===== config.mk =====
export PLATFORM = sky130hd
export DESIGN_NAME = sram_mem_controller_flat
export DESIGN_NICKNAME = d
export VERILOG_FILES = /design/src/rtl/sram_pkg.sv /design/src/rtl/sram_mem_controller_if.sv /design/src/rtl/sram_wait_counter.sv /design/src/rtl/sram_mem_controller.sv /design/src/flat_wrapper.sv
export SDC_FILE = /design/constraint.sdc
export NUM_CORES = 1
export LEC_CHECK = 0
export BUFFER_PORTS_ARGS = -buffer_cell sky130_fd_sc_hd__buf_2
export CAP_MARGIN = 20
export CORE_MARGIN = 8
export CORE_UTILIZATION = 42
export CTS_CLUSTER_SIZE = 30
export DETAILED_ROUTE_END_ITERATION = 8
export PLACE_DENSITY = 0.73
export RECOVER_POWER = 25
export SYNTH_ARGS = -nofsm -noshare
export SYNTH_HDL_FRONTEND = slang
export SYNTH_SLANG_ARGS = --single-unit

===== constraint.sdc =====
create_clock -name clk -period 4.55 [get_ports clk]
set_input_delay 0.455 -clock clk [delete_from_list [all_inputs] [get_ports clk]]
set_output_delay 0.455 -clock clk [all_outputs]
set_load 0.03 [all_outputs]

===== src/rtl/sram_pkg.sv =====
// Shared types and constants for the 32-bit-word to 16-bit asynchronous SRAM controller.
package sram_pkg;

  localparam int SRAM_ADDR_W = 18;
  localparam int SRAM_DATA_W = 16;
  localparam int WORD_W      = 32;
  localparam int WORD_IDX_W  = SRAM_ADDR_W - 1;

  localparam int unsigned        DEF_WAIT_CYCLES = 5;
  localparam logic [WORD_W-1:0]  DEF_ADDR_BASE   = 32'd1024;

  typedef enum logic [1:0] {
    IDLE = 2'd0,
    LO   = 2'd1,
    HI   = 2'd2,
    DONE = 2'd3
  } state_e;

  // 32-bit word index inside the SRAM; the top address bits wrap modulo the SRAM size.
  function automatic logic [WORD_IDX_W-1:0] sram_word_idx(input logic [WORD_W-1:0] addr,
                                                          input logic [WORD_W-1:0] base);
    return WORD_IDX_W'((addr - base) >> 2);
  endfunction

  function automatic logic addr_out_of_range(input logic [WORD_W-1:0] addr,
                                             input logic [WORD_W-1:0] base);
    return (addr < base) || (((addr - base) >> (SRAM_ADDR_W + 1)) != '0);
  endfunction

endpackage


===== src/rtl/sram_mem_controller_if.sv =====
// MEM-stage request/response bus between the pipeline (master) and the SRAM controller (slave).
interface sram_mem_controller_if;
  import sram_pkg::*;

  logic              rd_en;
  logic              wr_en;
  logic [WORD_W-1:0] address;
  logic [WORD_W-1:0] write_data;
  logic [WORD_W-1:0] read_data;
  logic              ready;
  logic              addr_err;

  modport master (
    output rd_en, wr_en, address, write_data,
    input  read_data, ready, addr_err
  );

  modport slave (
    input  rd_en, wr_en, address, write_data,
    output read_data, ready, addr_err
  );
endinterface


===== src/rtl/sram_wait_counter.sv =====
// Phase wait counter: counts cycles a half-word phase is held, flags the last one.
module sram_wait_counter #(
  parameter int unsigned WAIT_CYCLES = 5
) (
  input  logic clk,
  input  logic rst,
  input  logic clear_i,
  input  logic en_i,
  output logic tc_o
);

  if (WAIT_CYCLES < 2 || WAIT_CYCLES > 15) begin : g_bad_wait
    $error("sram_wait_counter: WAIT_CYCLES must be in 2..15");
  end

  localparam logic [3:0] TC_VAL = 4'(WAIT_CYCLES - 1);

  logic [3:0] count_q, count_d;

  // NOTE: every variable assigned in always_comb gets a default first so no latch is inferred.
  always_comb begin
    count_d = count_q;
    if (clear_i)   count_d = '0;
    else if (en_i) count_d = count_q + 4'd1;
  end

  // NOTE: sequential state uses non-blocking assignments only.
  always_ff @(posedge clk or negedge rst) begin
    if (!rst) count_q <= '0;
    else      count_q <= count_d;
  end

  assign tc_o = (count_q == TC_VAL);

endmodule


===== src/rtl/sram_mem_controller.sv =====
// Splits each 32-bit MEM-stage access into low/high 16-bit SRAM phases, freezing the pipeline via ready.
// Optional range check (addr_err, IDLE->DONE on bad address) is built when SRAM_ADDR_CHECK_EN is defined.
module sram_mem_controller
  import sram_pkg::*;
#(
  parameter int unsigned       WAIT_CYCLES = DEF_WAIT_CYCLES,
  parameter logic [WORD_W-1:0] ADDR_BASE   = DEF_ADDR_BASE
) (
  input  logic                   clk,
  input  logic                   rst,
  sram_mem_controller_if.slave   bus,
  output logic [SRAM_ADDR_W-1:0] sram_addr,
  output logic [SRAM_DATA_W-1:0] sram_dq_out,
  output logic                   sram_dq_oe,
  input  logic [SRAM_DATA_W-1:0] sram_dq_in,
  output logic                   sram_we_n,
  output logic                   sram_oe_n
);

  state_e state_q, state_d;

  logic                   is_wr_q, is_wr_d;
  logic [WORD_IDX_W-1:0]  word_q, word_d;
  logic [SRAM_DATA_W-1:0] wdata_hi_q, wdata_hi_d;
  logic [WORD_W-1:0]      rdata_q, rdata_d;
  logic [SRAM_ADDR_W-1:0] sram_addr_q, sram_addr_d;
  logic [SRAM_DATA_W-1:0] dq_out_q, dq_out_d;

  logic                   req;
  logic                   range_err;
  logic                   in_phase;
  logic                   cnt_tc;
  logic                   phase_tc;
  logic [WORD_IDX_W-1:0]  req_word;

  assign req      = bus.rd_en | bus.wr_en;
  assign req_word = sram_word_idx(bus.address, ADDR_BASE);
  assign in_phase = (state_q == LO) || (state_q == HI);
  assign phase_tc = in_phase & cnt_tc;

`ifdef SRAM_ADDR_CHECK_EN
  logic addr_err_q;

  assign range_err = addr_out_of_range(bus.address, ADDR_BASE);

  always_ff @(posedge clk or negedge rst) begin
    if (!rst)                                   addr_err_q <= 1'b0;
    else if (state_q == IDLE && req && range_err) addr_err_q <= 1'b1;
  end

  assign bus.addr_err = addr_err_q;
`else
  assign range_err    = 1'b0;
  assign bus.addr_err = 1'b0;
`endif

  sram_wait_counter #(
    .WAIT_CYCLES (WAIT_CYCLES)
  ) u_wait_counter (
    .clk     (clk),
    .rst     (rst),
    .clear_i (~in_phase | phase_tc),
    .en_i    (in_phase),
    .tc_o    (cnt_tc)
  );

  // State register
  always_ff @(posedge clk or negedge rst) begin
    if (!rst) state_q <= IDLE;
    else      state_q <= state_d;
  end

  // Next-state logic; DONE never restarts, so a request still held there is the completed one.
  always_comb begin
    state_d = state_q;
    unique case (state_q)
      IDLE: if (req) state_d = range_err ? DONE : LO;
      LO:   if (cnt_tc) state_d = HI;
      HI:   if (cnt_tc) state_d = DONE;
      DONE: state_d = IDLE;
      default: state_d = IDLE;
    endcase
  end

  // Pin/handshake outputs; the write strobe rises on the last phase cycle while address and data hold.
  always_comb begin
    bus.ready  = 1'b0;
    sram_we_n  = 1'b1;
    sram_oe_n  = 1'b1;
    sram_dq_oe = 1'b0;
    unique case (state_q)
      IDLE: bus.ready = ~req;
      LO, HI: begin
        if (is_wr_q) begin
          sram_dq_oe = 1'b1;
          sram_we_n  = cnt_tc;
        end else begin
          sram_oe_n  = 1'b0;
        end
      end
      DONE: bus.ready = 1'b1;
      default: bus.ready = 1'b0;
    endcase
  end

  // Request is latched on IDLE->LO so later changes on the bus cannot disturb the access.
  always_comb begin
    is_wr_d     = is_wr_q;
    word_d      = word_q;
    wdata_hi_d  = wdata_hi_q;
    rdata_d     = rdata_q;
    sram_addr_d = sram_addr_q;
    dq_out_d    = dq_out_q;

    if (state_q == IDLE && req) begin
      if (!range_err) begin
        is_wr_d     = bus.wr_en;
        word_d      = req_word;
        wdata_hi_d  = bus.write_data[WORD_W-1:SRAM_DATA_W];
        sram_addr_d = {req_word, 1'b0};
        dq_out_d    = bus.write_data[SRAM_DATA_W-1:0];
      end else if (!bus.wr_en) begin
        rdata_d = '0;
      end
    end

    if (state_q == LO && phase_tc) begin
      sram_addr_d = {word_q, 1'b1};
      dq_out_d    = wdata_hi_q;
      if (!is_wr_q) rdata_d[SRAM_DATA_W-1:0] = sram_dq_in;
    end

    if (state_q == HI && phase_tc && !is_wr_q) begin
      rdata_d[WORD_W-1:SRAM_DATA_W] = sram_dq_in;
    end
  end

  always_ff @(posedge clk or negedge rst) begin
    if (!rst) begin
      is_wr_q     <= 1'b0;
      word_q      <= '0;
      wdata_hi_q  <= '0;
      rdata_q     <= '0;
      sram_addr_q <= '0;
      dq_out_q    <= '0;
    end else begin
      is_wr_q     <= is_wr_d;
      word_q      <= word_d;
      wdata_hi_q  <= wdata_hi_d;
      rdata_q     <= rdata_d;
      sram_addr_q <= sram_addr_d;
      dq_out_q    <= dq_out_d;
    end
  end

  assign bus.read_data = rdata_q;
  assign sram_addr     = sram_addr_q;
  assign sram_dq_out   = dq_out_q;

endmodule


===== src/flat_wrapper.sv =====
// flat-port wrapper written by rule: the top's interface ports become plain ports
module sram_mem_controller_flat import sram_pkg::*;
#(
  parameter int unsigned       WAIT_CYCLES = DEF_WAIT_CYCLES,
  parameter logic [WORD_W-1:0] ADDR_BASE   = DEF_ADDR_BASE
)
  (clk, rst, sram_addr, sram_dq_out, sram_dq_oe, sram_dq_in, sram_we_n, sram_oe_n, bus_rd_en, bus_wr_en, bus_address, bus_write_data, bus_read_data, bus_ready, bus_addr_err);
  sram_mem_controller_if bus_i ();
  input  logic clk;
  input  logic rst;
  output logic [SRAM_ADDR_W-1:0] sram_addr;
  output logic [SRAM_DATA_W-1:0] sram_dq_out;
  output logic sram_dq_oe;
  input  logic [SRAM_DATA_W-1:0] sram_dq_in;
  output logic sram_we_n;
  output logic sram_oe_n;
  input wire logic [$bits(bus_i.rd_en)-1:0] bus_rd_en;
  input wire logic [$bits(bus_i.wr_en)-1:0] bus_wr_en;
  input wire logic [$bits(bus_i.address)-1:0] bus_address;
  input wire logic [$bits(bus_i.write_data)-1:0] bus_write_data;
  output wire logic [$bits(bus_i.read_data)-1:0] bus_read_data;
  output wire logic [$bits(bus_i.ready)-1:0] bus_ready;
  output wire logic [$bits(bus_i.addr_err)-1:0] bus_addr_err;
  assign bus_i.rd_en = bus_rd_en;
  assign bus_i.wr_en = bus_wr_en;
  assign bus_i.address = bus_address;
  assign bus_i.write_data = bus_write_data;
  assign bus_read_data = bus_i.read_data;
  assign bus_ready = bus_i.ready;
  assign bus_addr_err = bus_i.addr_err;
  sram_mem_controller #(.WAIT_CYCLES(WAIT_CYCLES), .ADDR_BASE(ADDR_BASE)) u_core (.clk(clk), .rst(rst), .bus(bus_i), .sram_addr(sram_addr), .sram_dq_out(sram_dq_out), .sram_dq_oe(sram_dq_oe), .sram_dq_in(sram_dq_in), .sram_we_n(sram_we_n), .sram_oe_n(sram_oe_n));
endmodule

==> flow_summary_export.csv, run 1 <==
group,metric,value,unit
sta,worst_slew_pin_slew,1040,ps
placement,io_buffer_count,138,
final_layout,fin_cells,704,
job,drv_cap,0,
logic_synthesis,synth_flop_cell,"dfrtp_1",
setup_path,crit_chain,"inv_1, ha_1, nand2_1, or2_2, nor2_8, mux2_2",
logic_synthesis,syn_avg_cell_area,10.6,um2
sta,fmax,0.374,GHz
final_layout,drive_gt1_frac,0.339,
clocking,path_clk_slew,100,ps
power_and_ir_drop,peakVddDrop,0.255,mV
setup_path,cp_data_arrival_time,2930,ps
die,dieArea,14400,um2
clocking,clockBufferDepth,2,
grt,first_global_vias,3687,
hold_path,worstHoldPathType,"in -> async",
die,fp-row-count,38,
die,die_w,120,um
clocking,cts_hold_buffers,0,
logic_synthesis,synth.distinct_cells,44,
sta,holdWs,155,ps
clocking,htree_levels,3,
setup_path,cp.depth,6,
logic_synthesis,synth.top_cell.area_share,0.583,
final_layout,synthToLayoutAreaGrowth,21.0,%
sta,final_max_slew_viol_count,0,
clocking,cts_resized,0,
clocking,cts-buffers-inserted,9,
drt,wl_per_cell,15.2,um
setup_path,worst_setup_path_end_kind,"flop",
die,io_pins,155,
final_layout,final_cell_mix,"133 x buf_2, 126 x nand2_1, 106 x dfrtp_1",
placement,place_ws,1840,ps
power_and_ir_drop,powerDensity,646,nW/um2
logic_synthesis,synth-seq-cells,106,
setup_path,critPathBufInv,1,
sta,finalHoldViolCount,0,
final_layout,final_common_cell,"buf_2",
drt,via_per_inst,4.98,
placement,dp_hpwl,7.77,mm
drt,drt-pass1-iter-count,4,
drt,drt_wl_total,10.7,mm
grt,antenna_found_initial,0,
clocking,clk_latency,360,ps
sta,setup_viol,0,
outcome,status,"finished clean",
sta,skew,10.6,ps
logic_synthesis,synth.net_count,523,
final_layout,multiInputGateArea,1760,um2
logic_synthesis,yosysTopAreaCell,"dfrtp_1",
die,die_height,120,um
setup_path,cp.required,4810,ps
placement,dp.cells,688,
final_layout,finish.utilization,0.515,
placement,gp_congestion,0.777,
sta,rsz0062_at_grt,"no",
logic_synthesis,ys.warnings.count,0,
setup_path,start_kind,"flop",
logic_synthesis,ys_async_sr_fraction,1.00,
logic_synthesis,synth_edf_count,0,
final_layout,seq_area,2650,um2
setup_path,crit_fanout,52,
grt,grt_max_degree,64,
setup_path,rr_worst_depth,6,
clocking,cts_root_buffer,"clkbuf_8",
sta,slew_headroom,0.309,
drt,antenna_left,0,
die,start_util,0.425,
logic_synthesis,ys_seq_area_frac,0.583,
grt,track_usage,0.149,
drt,dr.first_iter.drc_count,149,
die,coreArea,10700,um2
drt,vias,3508,
final_layout,fin_nets,652,
power_and_ir_drop,p_leak,2.94,nW
logic_synthesis,synthCells,431,
sta,layout_setup_ws,1880,ps
final_layout,nFillCells,1016,
clocking,cts_setup_buffers,0,
setup_path,crit_type,"reg -> reg",
grt,grt_pass1_wl,17.6,mm
setup_path,slowest_delay,650,ps
sta,fin_crit_sh,0.588,
sta,tns,0,ps
clocking,cts.sinks,106,
setup_path,crit_family,"simple AND/OR/NAND/NOR gates",
drt,drcViolationCount,0,
clocking,cts_tree,"built",
final_layout,num_antenna_cells,0,
setup_path,cp_slowest_cell,"or2_2",
logic_synthesis,syn_area,4550,um2
grt,grt_remaining_overflow,0,
sta,period_minus_slack,2670,ps
logic_synthesis,synth.area.top_cells,"dfrtp_1 58%, nand2_1 10%, mux2_2 5.7%, nor2_1 3.5%, a31oi_1 3.3%",
[where the power goes]
group,total (mW),switching (mW),leakage [nW],internal [mW]
clock network,0.519,0.308,0.0814,0.212
registers,1.50,0.201,1.34,1.30
logic,1.54,1.02,1.52,0.514
total,3.55,1.53,2.94,2.02
[Yosys cell counts (4+ instances only)]
cell type / instances
inv_1: 7
clkbuf_1: 14
nand2_1: 126
o21ai_0: 8
mux2_2: 23
dfrtp_1: 106
nor2_1: 42
ha_1: 8
a21oi_1: 4
a31oi_1: 24
buf_2: 4
mux2_4: 10
nand4_1: 4
[worst reg2reg max path: cells and delay by family (launching register included)]
kind	cells	cell delay, ps
multiplexers	1	390
flip-flops	1	390
AND/OR/NAND/NOR	3	1260
adder cells (fa/ha/maj)	1	430
buffers and inverters	1	110
[path summary, 6_finish.rpt]
kind	startpoint	end	slack (ps)
setup / recovery	u_core.state_q[0]	u_core.bus.read_data[13]	1880
hold / removal	rst	u_core.bus.read_data[10]	160
setup reg to reg	u_core.state_q[0]	u_core.bus.read_data[13]	1880
hold reg to reg	u_core.wdata_hi_q[2]	u_core.wdata_hi_q[2]	480
max in group asynchronous	rst	u_core.sram_addr[9]	3310
min in group clk	bus_write_data[18]	u_core.wdata_hi_q[2]	270
[sequential cells by signal (all words and copies together) (netlist names)]
signal	cells
u_core.bus.read_data	32
u_core.sram_addr	18
u_core.word_q	17
u_core.sram_dq_out	16
u_core.wdata_hi_q	16
u_core.u_wait_counter.count_q	4
u_core.state_q	2
u_core.is_wr_q	1
[per-layer routing]
metal  wire (um)  vias up  GRT usage
li1            -     1688          -
met1        4550     1692      0.176
met2        5030      116      0.250
met3         929       12     0.0470
met4         178        0     0.0562
met5           0        -          0
[stage by stage]
step	total power, mW	instance area, um2
after floorplan	2.59	4550
after global placement	2.99	5320
after detailed placement	3.07	5320
after CTS	3.59	5490
after global routing	3.81	5500
final	3.55	5500
[cell type report]
type                       instances  area share
sequential                       106       0.482
multi-input combinational        295       0.319
timing repair buffer             141       0.131
tap                              140      0.0318
clock buffer                      11      0.0257
clock inverter                     4     0.00523
inverter                           7     0.00477
[kinds of logic (layout without fill, tap and decap cells)]
logic type      after synthesis  in the layout  synth area share
other cells                   1              1          0.000824
xor+xnor                      4              4           0.00770
compound gates               56             56            0.0822
simple gates                193            193             0.181
fa+ha+maj                     8              8            0.0220
flops                       106            106             0.583
mux                          33             33            0.0899
buf+inv                      30            163            0.0336
(Power assumes the default switching activity.)
==> run 2: changes to the inputs <==
--- a/config.mk
+++ b/config.mk
@@ -11,7 +11,7 @@
 export CORE_UTILIZATION = 42
 export CTS_CLUSTER_SIZE = 30
 export DETAILED_ROUTE_END_ITERATION = 8
-export PLACE_DENSITY = 0.73
+export PLACE_DENSITY = 0.75
 export RECOVER_POWER = 25
 export SYNTH_ARGS = -nofsm -noshare
 export SYNTH_HDL_FRONTEND = slang
==> constraint.sdc (replaced) <==
create_clock -name clk -period 2.38 [get_ports clk]
set_input_delay 0.238 -clock clk [delete_from_list [all_inputs] [get_ports clk]]
set_output_delay 0.238 -clock clk [all_outputs]
set_load 0.03 [all_outputs]
==> flow_summary_export.csv, run 2 (synthesized netlist as in run 1, its figures left out) <==
group,metric,value,unit
power_and_ir_drop,peakVddDrop,0.538,mV
hold_path,hold_depth,3,
sta,fin_crit_sh,0.926,
die,fp-row-count,38,
placement,gp_congestion,0.778,
final_layout,drive_gt1_frac,0.314,
final_layout,largest_register_ffs,32,
hold_path,hold_start,"bus_write_data[18]",
grt,antenna_found_initial,0,
sta,period_minus_slack,2200,ps
setup_path,crit_type,"reg -> reg",
grt,track_usage,0.147,
drt,antenna_left,0,
clocking,cts.sinks,106,
clocking,cts-buffers-inserted,9,
sta,finalHoldViolCount,0,
sta,fmax,0.454,GHz
grt,grt_max_degree,59,
drt,drt-pass1-iter-count,5,
drt,wl_per_cell,14.8,um
grt,grt_remaining_overflow,0,
grt,first_global_vias,3636,
final_layout,synthToLayoutAreaGrowth,23.0,%
sta,layout_setup_ws,176,ps
setup_path,cp_slowest_cell,"ha_1",
clocking,clk_latency,360,ps
power_and_ir_drop,powerDensity,1270,nW/um2
power_and_ir_drop,p_leak,2.94,nW
final_layout,final_common_cell,"nand2_1",
setup_path,cp_data_arrival_time,2450,ps
sta,final_max_slew_viol_count,0,
sta,setup_viol,0,
setup_path,slowest_delay,410,ps
placement,io_buffer_count,138,
setup_path,crit_fanout,16,
hold_path,worstHoldPathType,"in -> reg",
clocking,clockBufferDepth,2,
clocking,path_clk_slew,100,ps
final_layout,nFillCells,999,
final_layout,num_antenna_cells,0,
final_layout,fin_nets,657,
final_layout,layout.cell_area.non_filler,5590,um2
clocking,htree_levels,3,
setup_path,critPathBufInv,1,
drt,dr.first_iter.drc_count,211,
sta,worst_slew_pin_slew,1200,ps
clocking,cts_hold_buffers,1,
clocking,cts_tree,"built",
drt,drt_wl_total,10.5,mm
setup_path,rrSetupSlack,180,ps
outcome,status,"finished clean",
hold_path,worst_hold_path.endpoint,"u_core.wdata_hi_q[2]",
die,die_w,120,um
drt,via_per_inst,4.95,
setup_path,rr_worst_depth,6,
setup_path,r2r_end,"u_core.bus.read_data[14]",
clocking,cts_root_buffer,"clkbuf_8",
die,dieArea,14400,um2
clocking,cts_resized,0,
placement,dpl_cell_area,5370,um2
sta,tns,0,ps
sta,holdWs,58.3,ps
drt,vias,3517,
placement,place_ws,194,ps
setup_path,crit_family,"simple AND/OR/NAND/NOR gates",
final_layout,finish.utilization,0.523,
setup_path,cp.required,2630,ps
clocking,cts_setup_buffers,0,
die,coreArea,10700,um2
sta,slew_headroom,0.200,
die,io_pins,155,
setup_path,start_kind,"flop",
sta,skew,9.43,ps
setup_path,r2r_start,"u_core.state_q[0]",
sta,rsz0062_at_grt,"no",
die,die_height,120,um
die,start_util,0.425,
placement,dp_hpwl,7.72,mm
setup_path,crit_chain,"inv_1, ha_1, nand2_1, or2_2, nor2_8, mux2_2",
job,drv_cap,0,
final_layout,final_cell_mix,"126 x nand2_1, 115 x buf_2, 106 x dfrtp_1",
drt,drcViolationCount,0,
setup_path,worst_setup_path_end_kind,"flop",
grt,grt_pass1_wl,17.4,mm
[run 2: cell count changes in the layout (fill, tap and decap cells not counted), sizes merged]
cell         delta
inv             +3
dlygate4sd3     +1
clkbuf         +17
clkinv          -1
buf            -15
clkinvlp        -2
bufinv          +3
[run 2: final cells by class]
| class | count | area, um2 | share of cell area |
|---|---|---|---|
| clock inverter | 7 | 121 | 0.0217 |
| tap | 140 | 175 | 0.0313 |
| clock buffer | 9 | 124 | 0.0221 |
| multi-input combinational | 295 | 1760 | 0.314 |
| timing repair buffer | 146 | 738 | 0.132 |
| inverter | 7 | 26.3 | 0.00470 |
| sequential | 106 | 2650 | 0.474 |
[run 2: worst max path at each step]
| stage | startpoint | to | slack, ps | depth (start not counted) |
|---|---|---|---|---|
| after floorplan | u_core.state_q[0] | u_core.bus.read_data[21] | 310 | 6 |
| after global placement | u_core.state_q[0] | u_core.bus.read_data[11] | 250 | 6 |
| after detailed placement | u_core.state_q[0] | u_core.bus.read_data[14] | 190 | 6 |
| after CTS | u_core.state_q[0] | u_core.bus.read_data[14] | 180 | 6 |
| after global routing | u_core.state_q[0] | u_core.sram_addr[12] | 50 | 7 |
| final | u_core.state_q[0] | u_core.bus.read_data[14] | 180 | 6 |
[run 2: layer usage]
metal / up-vias / GRT usage / routed length [um]
met4: 0 / 0.0507 / 89
met1: 1685 / 0.180 / 4750
met2: 118 / 0.234 / 4820
met3: 8 / 0.0554 / 880
met5: - / 0 / 0
li1: 1706 / - / -
[run 2: report_power, final]
part           leakage [nW]  internal [mW]  switching (mW)  total (mW)
Sequential             1.34           2.48           0.385        2.87
Clock                 0.125          0.709           0.618        1.33
Combinational          1.47          0.958            1.95        2.90
Total                  2.94           4.15            2.95        7.10
[run 2: worst min-delay path, delay by kind of cell]
kind / cells / cell delay, ps
buffers and inverters: 1 / 70
and+or+nand+nor: 2 / 80
[run 2: metrics by stage]
stage               power [mW]  instances
floorplan                 4.96        431
detailed placement        5.87        693
CTS                       7.22        710
global placement          5.74        693
global route              7.61        710
finish                    7.10        710
